--- config.mk ---
export PLATFORM = sky130hd
export DESIGN_NAME = sdram_req_queue
export DESIGN_NICKNAME = d
export VERILOG_FILES = /design/src/rtl/sdram_req_queue.sv
export SDC_FILE = /design/constraint.sdc
export NUM_CORES = 1
export LEC_CHECK = 0
export CORE_ASPECT_RATIO = 1.4
export CORE_MARGIN = 2
export CORE_UTILIZATION = 49
export DETAILED_ROUTE_END_ITERATION = 8
export PLACE_DENSITY = 0.8
export SYNTH_ARGS = -nofsm -noshare
export SYNTH_HDL_FRONTEND = slang
export SYNTH_SLANG_ARGS = --single-unit
export TNS_END_PERCENT = 30
--- constraint.sdc ---
create_clock -name in_HCLK -period 3.5 [get_ports in_HCLK]
set_input_delay 1.05 -clock in_HCLK [delete_from_list [all_inputs] [get_ports in_HCLK]]
set_output_delay 1.05 -clock in_HCLK [all_outputs]
set_load 0.01 [all_outputs]
--- src/rtl/sdram_req_queue.sv ---
// Host request FIFO plus single-outstanding issuer for the SDRAM controller's
// AHB-style slave port, with a per-transaction completion watchdog.
module sdram_req_queue #(
  parameter int DEPTH   = 4,
  parameter int TIMEOUT = 16
) (
  input  logic        in_HCLK,
  input  logic        in_HRESET,
  input  logic        in_req_valid,
  input  logic        in_req_write,
  input  logic [31:0] in_req_addr,
  input  logic [31:0] in_req_wdata,
  output logic        out_req_ready,
  output logic        out_HSEL,
  output logic        out_HWRITE,
  output logic [31:0] out_HADDR,
  output logic [31:0] out_HWDATA,
  input  logic        in_HREADY,
  input  logic [31:0] in_HRDATA,
  output logic        out_rsp_valid,
  output logic        out_rsp_write,
  output logic [31:0] out_rsp_rdata,
  output logic        out_rsp_err,
  output logic        out_busy
);

  localparam int PW = $clog2(DEPTH);
  localparam int TW = $clog2(TIMEOUT);

  localparam logic [PW:0]   COUNT_FULL = (PW + 1)'(DEPTH);
  localparam logic [PW:0]   COUNT_ONE  = (PW + 1)'(1);
  localparam logic [PW-1:0] PTR_ONE    = PW'(1);
  localparam logic [TW-1:0] TIMER_ONE  = TW'(1);
  localparam logic [TW-1:0] TIMER_LAST = TW'(TIMEOUT - 1);

  typedef enum logic [2:0] {
    IDLE,
    ISSUE,
    WAIT,
    RESP,
    GAP
  } state_t;

  state_t state;
  state_t state_next;

  logic [64:0]   mem [DEPTH];
  logic [PW-1:0] wr_ptr;
  logic [PW-1:0] rd_ptr;
  logic [PW:0]   count;
  logic          push;
  logic          pop;
  logic          fifo_empty;

  logic          hold_write;
  logic [31:0]   hold_addr;
  logic [31:0]   hold_wdata;
  logic [TW-1:0] timer;
  logic          timer_expired;

  logic          rsp_write;
  logic [31:0]   rsp_rdata;
  logic          rsp_err;

  assign fifo_empty    = (count == '0);
  assign out_req_ready = !in_HRESET && (count != COUNT_FULL);
  assign push          = in_req_valid && out_req_ready;
  assign pop           = (state == IDLE) && !fifo_empty;
  assign timer_expired = (timer == TIMER_LAST);

  always_ff @(posedge in_HCLK) begin
    if (push) begin
      mem[wr_ptr] <= {in_req_write, in_req_addr, in_req_wdata};
    end
  end

  always_ff @(posedge in_HCLK) begin
    if (in_HRESET) begin
      wr_ptr <= '0;
      rd_ptr <= '0;
      count  <= '0;
    end else begin
      if (push) begin
        wr_ptr <= wr_ptr + PTR_ONE;
      end
      if (pop) begin
        rd_ptr <= rd_ptr + PTR_ONE;
      end
      case ({push, pop})
        2'b10:   count <= count + COUNT_ONE;
        2'b01:   count <= count - COUNT_ONE;
        default: count <= count;
      endcase
    end
  end

  always_ff @(posedge in_HCLK) begin
    if (in_HRESET) begin
      state <= IDLE;
    end else begin
      state <= state_next;
    end
  end

  // HREADY wins over expiry when both land on the same edge.
  always_comb begin
    state_next = state;
    case (state)
      IDLE:    if (!fifo_empty) state_next = ISSUE;
      ISSUE:   state_next = WAIT;
      WAIT:    if (in_HREADY || timer_expired) state_next = RESP;
      RESP:    state_next = GAP;
      GAP:     state_next = IDLE;
      default: state_next = IDLE;
    endcase
  end

  always_ff @(posedge in_HCLK) begin
    if (in_HRESET) begin
      hold_write <= 1'b0;
      hold_addr  <= '0;
      hold_wdata <= '0;
      timer      <= '0;
      rsp_write  <= 1'b0;
      rsp_rdata  <= '0;
      rsp_err    <= 1'b0;
    end else begin
      if (pop) begin
        {hold_write, hold_addr, hold_wdata} <= mem[rd_ptr];
      end
      if (state == WAIT && !in_HREADY && !timer_expired) begin
        timer <= timer + TIMER_ONE;
      end else begin
        timer <= '0;
      end
      if (state == WAIT) begin
        if (in_HREADY) begin
          rsp_write <= hold_write;
          rsp_rdata <= hold_write ? 32'h0 : in_HRDATA;
          rsp_err   <= 1'b0;
        end else if (timer_expired) begin
          rsp_write <= hold_write;
          rsp_rdata <= 32'h0;
          rsp_err   <= 1'b1;
        end
      end
    end
  end

  // Controller-facing outputs read 0 for as long as reset is held.
  assign out_HSEL   = !in_HRESET && (state == ISSUE);
  assign out_HWRITE = !in_HRESET && hold_write;
  assign out_HADDR  = in_HRESET ? 32'h0 : hold_addr;
  assign out_HWDATA = in_HRESET ? 32'h0 : hold_wdata;

  assign out_rsp_valid = (state == RESP);
  assign out_rsp_write = (state == RESP) && rsp_write;
  assign out_rsp_rdata = (state == RESP) ? rsp_rdata : 32'h0;
  assign out_rsp_err   = (state == RESP) && rsp_err;
  assign out_busy      = (state != IDLE) || !fifo_empty;

endmodule

* After elaboration in Yosys (flattened, before gate mapping) *
Memories as Yosys holds them, arrays and structs flattened. A register that Yosys moved wholly into a read port is not among the register bits.
Index checks and enable logic that the tools add are counted.

cells by class
  reductions and logical operators = 23
  multiplexer cells = 16
  eq/ne operators = 9
  bitwise operators = 1
  add/sub/neg operators = 5

operator list
  kind                   number
  $mux W32               6
  $pmux W3 S4            1
  $logic_and A1 B1 Y1    9
  $eq A3 B2 Y1 const B   2
  $logic_not A3 Y1       2
  $mux W1                6
  $mux W3                2
  $pmux W3 S2            1
  $add A2 B1 Y2 const B  2
  $add A4 B1 Y4 const B  1
  $eq A4 B4 Y1 const B   1
  $logic_not A1 Y1       4
  $ne A2 B2 Y1 const B   2
  $reduce_and A2 Y1      2
  $reduce_bool A2 Y1     2
  $add A3 B1 Y3 const B  1
  $eq A3 B1 Y1 const B   1
  $ne A3 B3 Y1 const B   1
  $reduce_bool A3 Y1     1
  $sub A3 B1 Y3 const B  1
  $eq A2 B1 Y1 const B   1
  $eq A2 B2 Y1 const B   1
  $logic_or A1 B1 Y1     2
  $reduce_or A2 Y1       1
  $not A1 Y1             1

storage, ports and cells
  logic and storage cells = 63
  output and inout bits = 103
  RAM bits = 260
  memories = 1
  register bits = 48

memory list
  memory  depth  width  rd ports  clocked after memory_dff  wr ports  RTL line  RTL
  mem     4      65     1         1                         1         47        logic [64:0] mem [DEPTH];

* Logic depth before layout (Yosys ltp) *
  word-level depth = 5
  depth in mapped cells = 12

* Least setup slack after synthesis *
Ideal clock, no wire load.

  path kind = input port to flip-flop
  start point = input in_HRESET
  end point = memory mem[1][0], enable pin
  path buffers = 1
  arrival time = 3323 ps
  data required time = 3070 ps
  library setup time = 430 ps
  path slack = -253 ps
  stages = 3
  cells stage by stage = buf_2 nor3b_1 and2_1

on the way
  word-level cells in the longest chain between the ends = 5

RTL lines
  what                           RTL line  RTL
  start, declared                8         input logic in_HRESET,
  $logic_not A1 Y1               66        assign out_req_ready = !in_HRESET && (count != COUNT_FULL);
  $logic_and A1 B1 Y1            66
  $logic_and A1 B1 Y1            67        assign push = in_req_valid && out_req_ready;
  $mux W1                        72        if (push) begin
  $mux W1 (implied by the code)  73        mem[wr_ptr] <= {in_req_write, in_req_addr, in_req_wdata};
  end, declared                  47

Every way passes these cells.

* Worst setup path after layout *
  start point = input in_HRESET
  end point = output out_HWDATA[11]

on the way
  word-level cells in the longest chain between the ends = 1

RTL lines
  what           RTL line  RTL
  $mux W32       154       assign out_HWDATA = in_HRESET ? 32'h0 : hold_wdata;
  end, declared  17        output logic [31:0] out_HWDATA,

Every way passes these cells.

==> out/qor.txt <==
Antenna violation net count after detailed routing -> 0
Arrival time at the worst endpoint -> 2.26 ns
Syn_area_per_cell -> 16.9 um2
Final WL -> 28600 um
Critical setup path kind -> in -> out
Post-CTS sizing -> 0
Final Max Tran Viols -> 0
Placeable core area -> 28200 um2
Util after Layout -> 62.1%
Horizontal die dimension -> 147 um
Count of unresolved DRC violations after routing -> 0
Distinct cell type count after synthesis -> 39
Transition time at the pin with the least slew margin -> 1.04 ns
Number of vias after detailed routing -> 7764
Vias in the first global route -> 8011
Clock tree root buffer cell -> sky130_fd_sc_hd__clkbuf_16
Initial drt markers -> 458
Clock tree from TritonCTS -> done
Worst slew margin -> 30.6%
Flip-flop and latch count after synthesis -> 373
RSZ-0062 raised after global routing -> false
Via density per instance -> 5.43
Kind of end point of the critical path -> primary output
Clock network latency to the later pin of the worst-skew pair -> 0.52 ns
Tightest Hold Check Type -> reg -> reg
Total setup violations reported at the end of the flow -> 0
Antenna violations before repair -> 0
Post-DP HPWL -> 17700 um
Total routing resource utilization after global routing -> 19.4%
Seq/Total Area, Yosys -> 72.2%
Clock transition at the registers of the reported paths -> 0.06 ns
Layout cells sized above 1 -> 14.0%
Post-synth top flop -> sky130_fd_sc_hd__edfxtp_1
Netlist Area Pre-Place -> 14000 um2
Leakage power -> 5.79 nW
Number of buffers inserted by port buffering -> 203
Fin cells -> 1431
Largest net degree at the start of global routing -> 68
Full die area -> 29900 um2
Nets in the synthesized netlist -> 934
Power Total -> 11.7 mW
Largest area contributor in the netlist -> sky130_fd_sc_hd__edfxtp_1
Share of async-settable or async-resettable flops after synthesis -> 0%
Number of CTS-inserted buffers -> 35
Hold Vio Cnt, Final -> 0
Min Clock Period, post-route -> 3.31 ns
PwrDens -> 669 nW/um2
Skew final -> 0.0144 ns
Std cell rows -> 73
IO Count -> 204
Portion of synthesized cell area occupied by the leading cell type -> 56.0%
Register-to-register setup slack -> 1.11 ns
Critical path launch point -> in_HRESET
# Max-Cap Violations -> 0
Buffers inserted by post-CTS timing repair -> 0
Worst path required time -> 2.45 ns
IR drop worst, VDD -> 607 uV
Origin of the critical flop-to-flop path -> state[0]
Most common cell after layout, fill and taps aside -> sky130_fd_sc_hd__edfxtp_1
Run status -> complete, no violations
Part of the cycle the worst path needs -> 94.7%
Placer Congestion -> 0.711
Synthesis warning total -> 0
Maximum level of the CTS H-tree -> 2
Final antenna diode count -> 0
Die extent in y -> 204 um
Global-route wire length before repair -> 44800 um
Net total in the final layout -> 1139
Avg WL per Cell -> 20.0 um
First drt pass iteration count -> 4
Starting utilization of the core area -> 49.4%
Count of hold buffers inserted by post-cts repair -> 0
Capture point of the worst path -> out_HWDATA[11]
Critical path peak fanout -> 23
Most frequent cells in the layout -> 260 x sky130_fd_sc_hd__edfxtp_1, 202 x sky130_fd_sc_hd__clkdlybuf4s50_1, 111 x sky130_fd_sc_hd__dfxtp_1
Sort of element at the start of the critical path -> input port
Clock sink count -> 373
Achievable Freq -> 0.302 GHz
Dominant cells by area after synthesis -> sky130_fd_sc_hd__edfxtp_1 56%, sky130_fd_sc_hd__dfxtp_1 16%, sky130_fd_sc_hd__mux4_2 10%, sky130_fd_sc_hd__a22o_1 4.1%, sky130_fd_sc_hd__nor2b_1 2.9%
Number of enable-type register cells in the synthesized netlist -> 260
Post-placement cell count -> 1369
Number of cell instances on the worst register-to-register path -> 9
End of the worst register-to-register path -> count[2]
Layout area overhead -> 25.7%
Deepest clock path buffer count -> 3
Setup TNS Final -> 0 ns
GRT overflow -> 0
Gate count of the mapped netlist -> 826
-- stage by stage --
stage	setup slack, ns	cell area (um2)	hold slack (ns)
CTS	0.178	17500	0.456
global placement	0.238	16500	0.440
detailed placement	0.177	16500	0.448
global route	0.106	17500	0.477
finish	0.187	17500	0.452
floorplan	-0.252	14000	0.431
-- registers in the layout, summed over array words and instances (netlist names), 2 cells and up --
signal,count
hold_addr,32
hold_wdata,32
rsp_rdata,32
wr_ptr,2
count,3
state,3
rd_ptr,2
timer,4
mem,260
-- synth_stat cells (all sizes together), types with 9 or more instances --
library cell and count:
edfxtp 260, a22o 65, inv 9, clkbuf 32
nand2 35, o21ai 34, nand4 32, dfxtp 113
mux4 65, buf 26, and2 40, nor2b 65
-- worst min path at each step --
stage | startpoint | endpoint | slack [ns] | depth (start not counted)
after floorplan | rsp_rdata[0] | rsp_rdata[0] | 0.43 | 2
after global placement | rsp_rdata[27] | rsp_rdata[27] | 0.44 | 2
after detailed placement | rsp_rdata[19] | rsp_rdata[19] | 0.45 | 2
after CTS | rsp_rdata[19] | rsp_rdata[19] | 0.46 | 2
after global routing | rsp_rdata[5] | rsp_rdata[5] | 0.48 | 2
final | rsp_rdata[4] | rsp_rdata[4] | 0.45 | 2
-- kinds of logic after synthesis --
family	share of synthesized area [%]
buffers and inverters	2.25
XOR/XNOR	0.251
flip-flops	72.2
adder cells (fa/ha/maj)	0.681
AND/OR/NAND/NOR	8.26
AO/OA/AOI/OAI	5.75
multiplexers	10.6
-- critical path: stages --
cell and delay, ns:
sky130_fd_sc_hd__buf_4 0.18, sky130_fd_sc_hd__buf_4 0.23, sky130_fd_sc_hd__nor2b_1 0.21, sky130_fd_sc_hd__clkdlybuf4s50_1 0.57
-- layer usage --
metal	GRT usage [%]	wire (um)
met5	0	0
met4	5.86	599
met3	3.47	1400
met2	35.8	15300
met1	23.1	11400
-- final cells by class --
type / instances / area [um2]
Inverter: 10 / 37.5
Tap cell: 375 / 469
Clock buffer: 52 / 970
Fill cell: 2045 / 10700
Timing Repair Buffer: 226 / 2300
Clock inverter: 10 / 81.3
Multi-Input combinational cell: 385 / 3600
Sequential cell: 373 / 10100
-- where the power goes --
part / internal, mW / switching (mW)
clock: 2.00 / 1.54
combinational: 1.37 / 1.26
sequential: 5.27 / 0.285
total: 8.64 / 3.08
No activity file was read; power rests on OpenSTA's default activity.
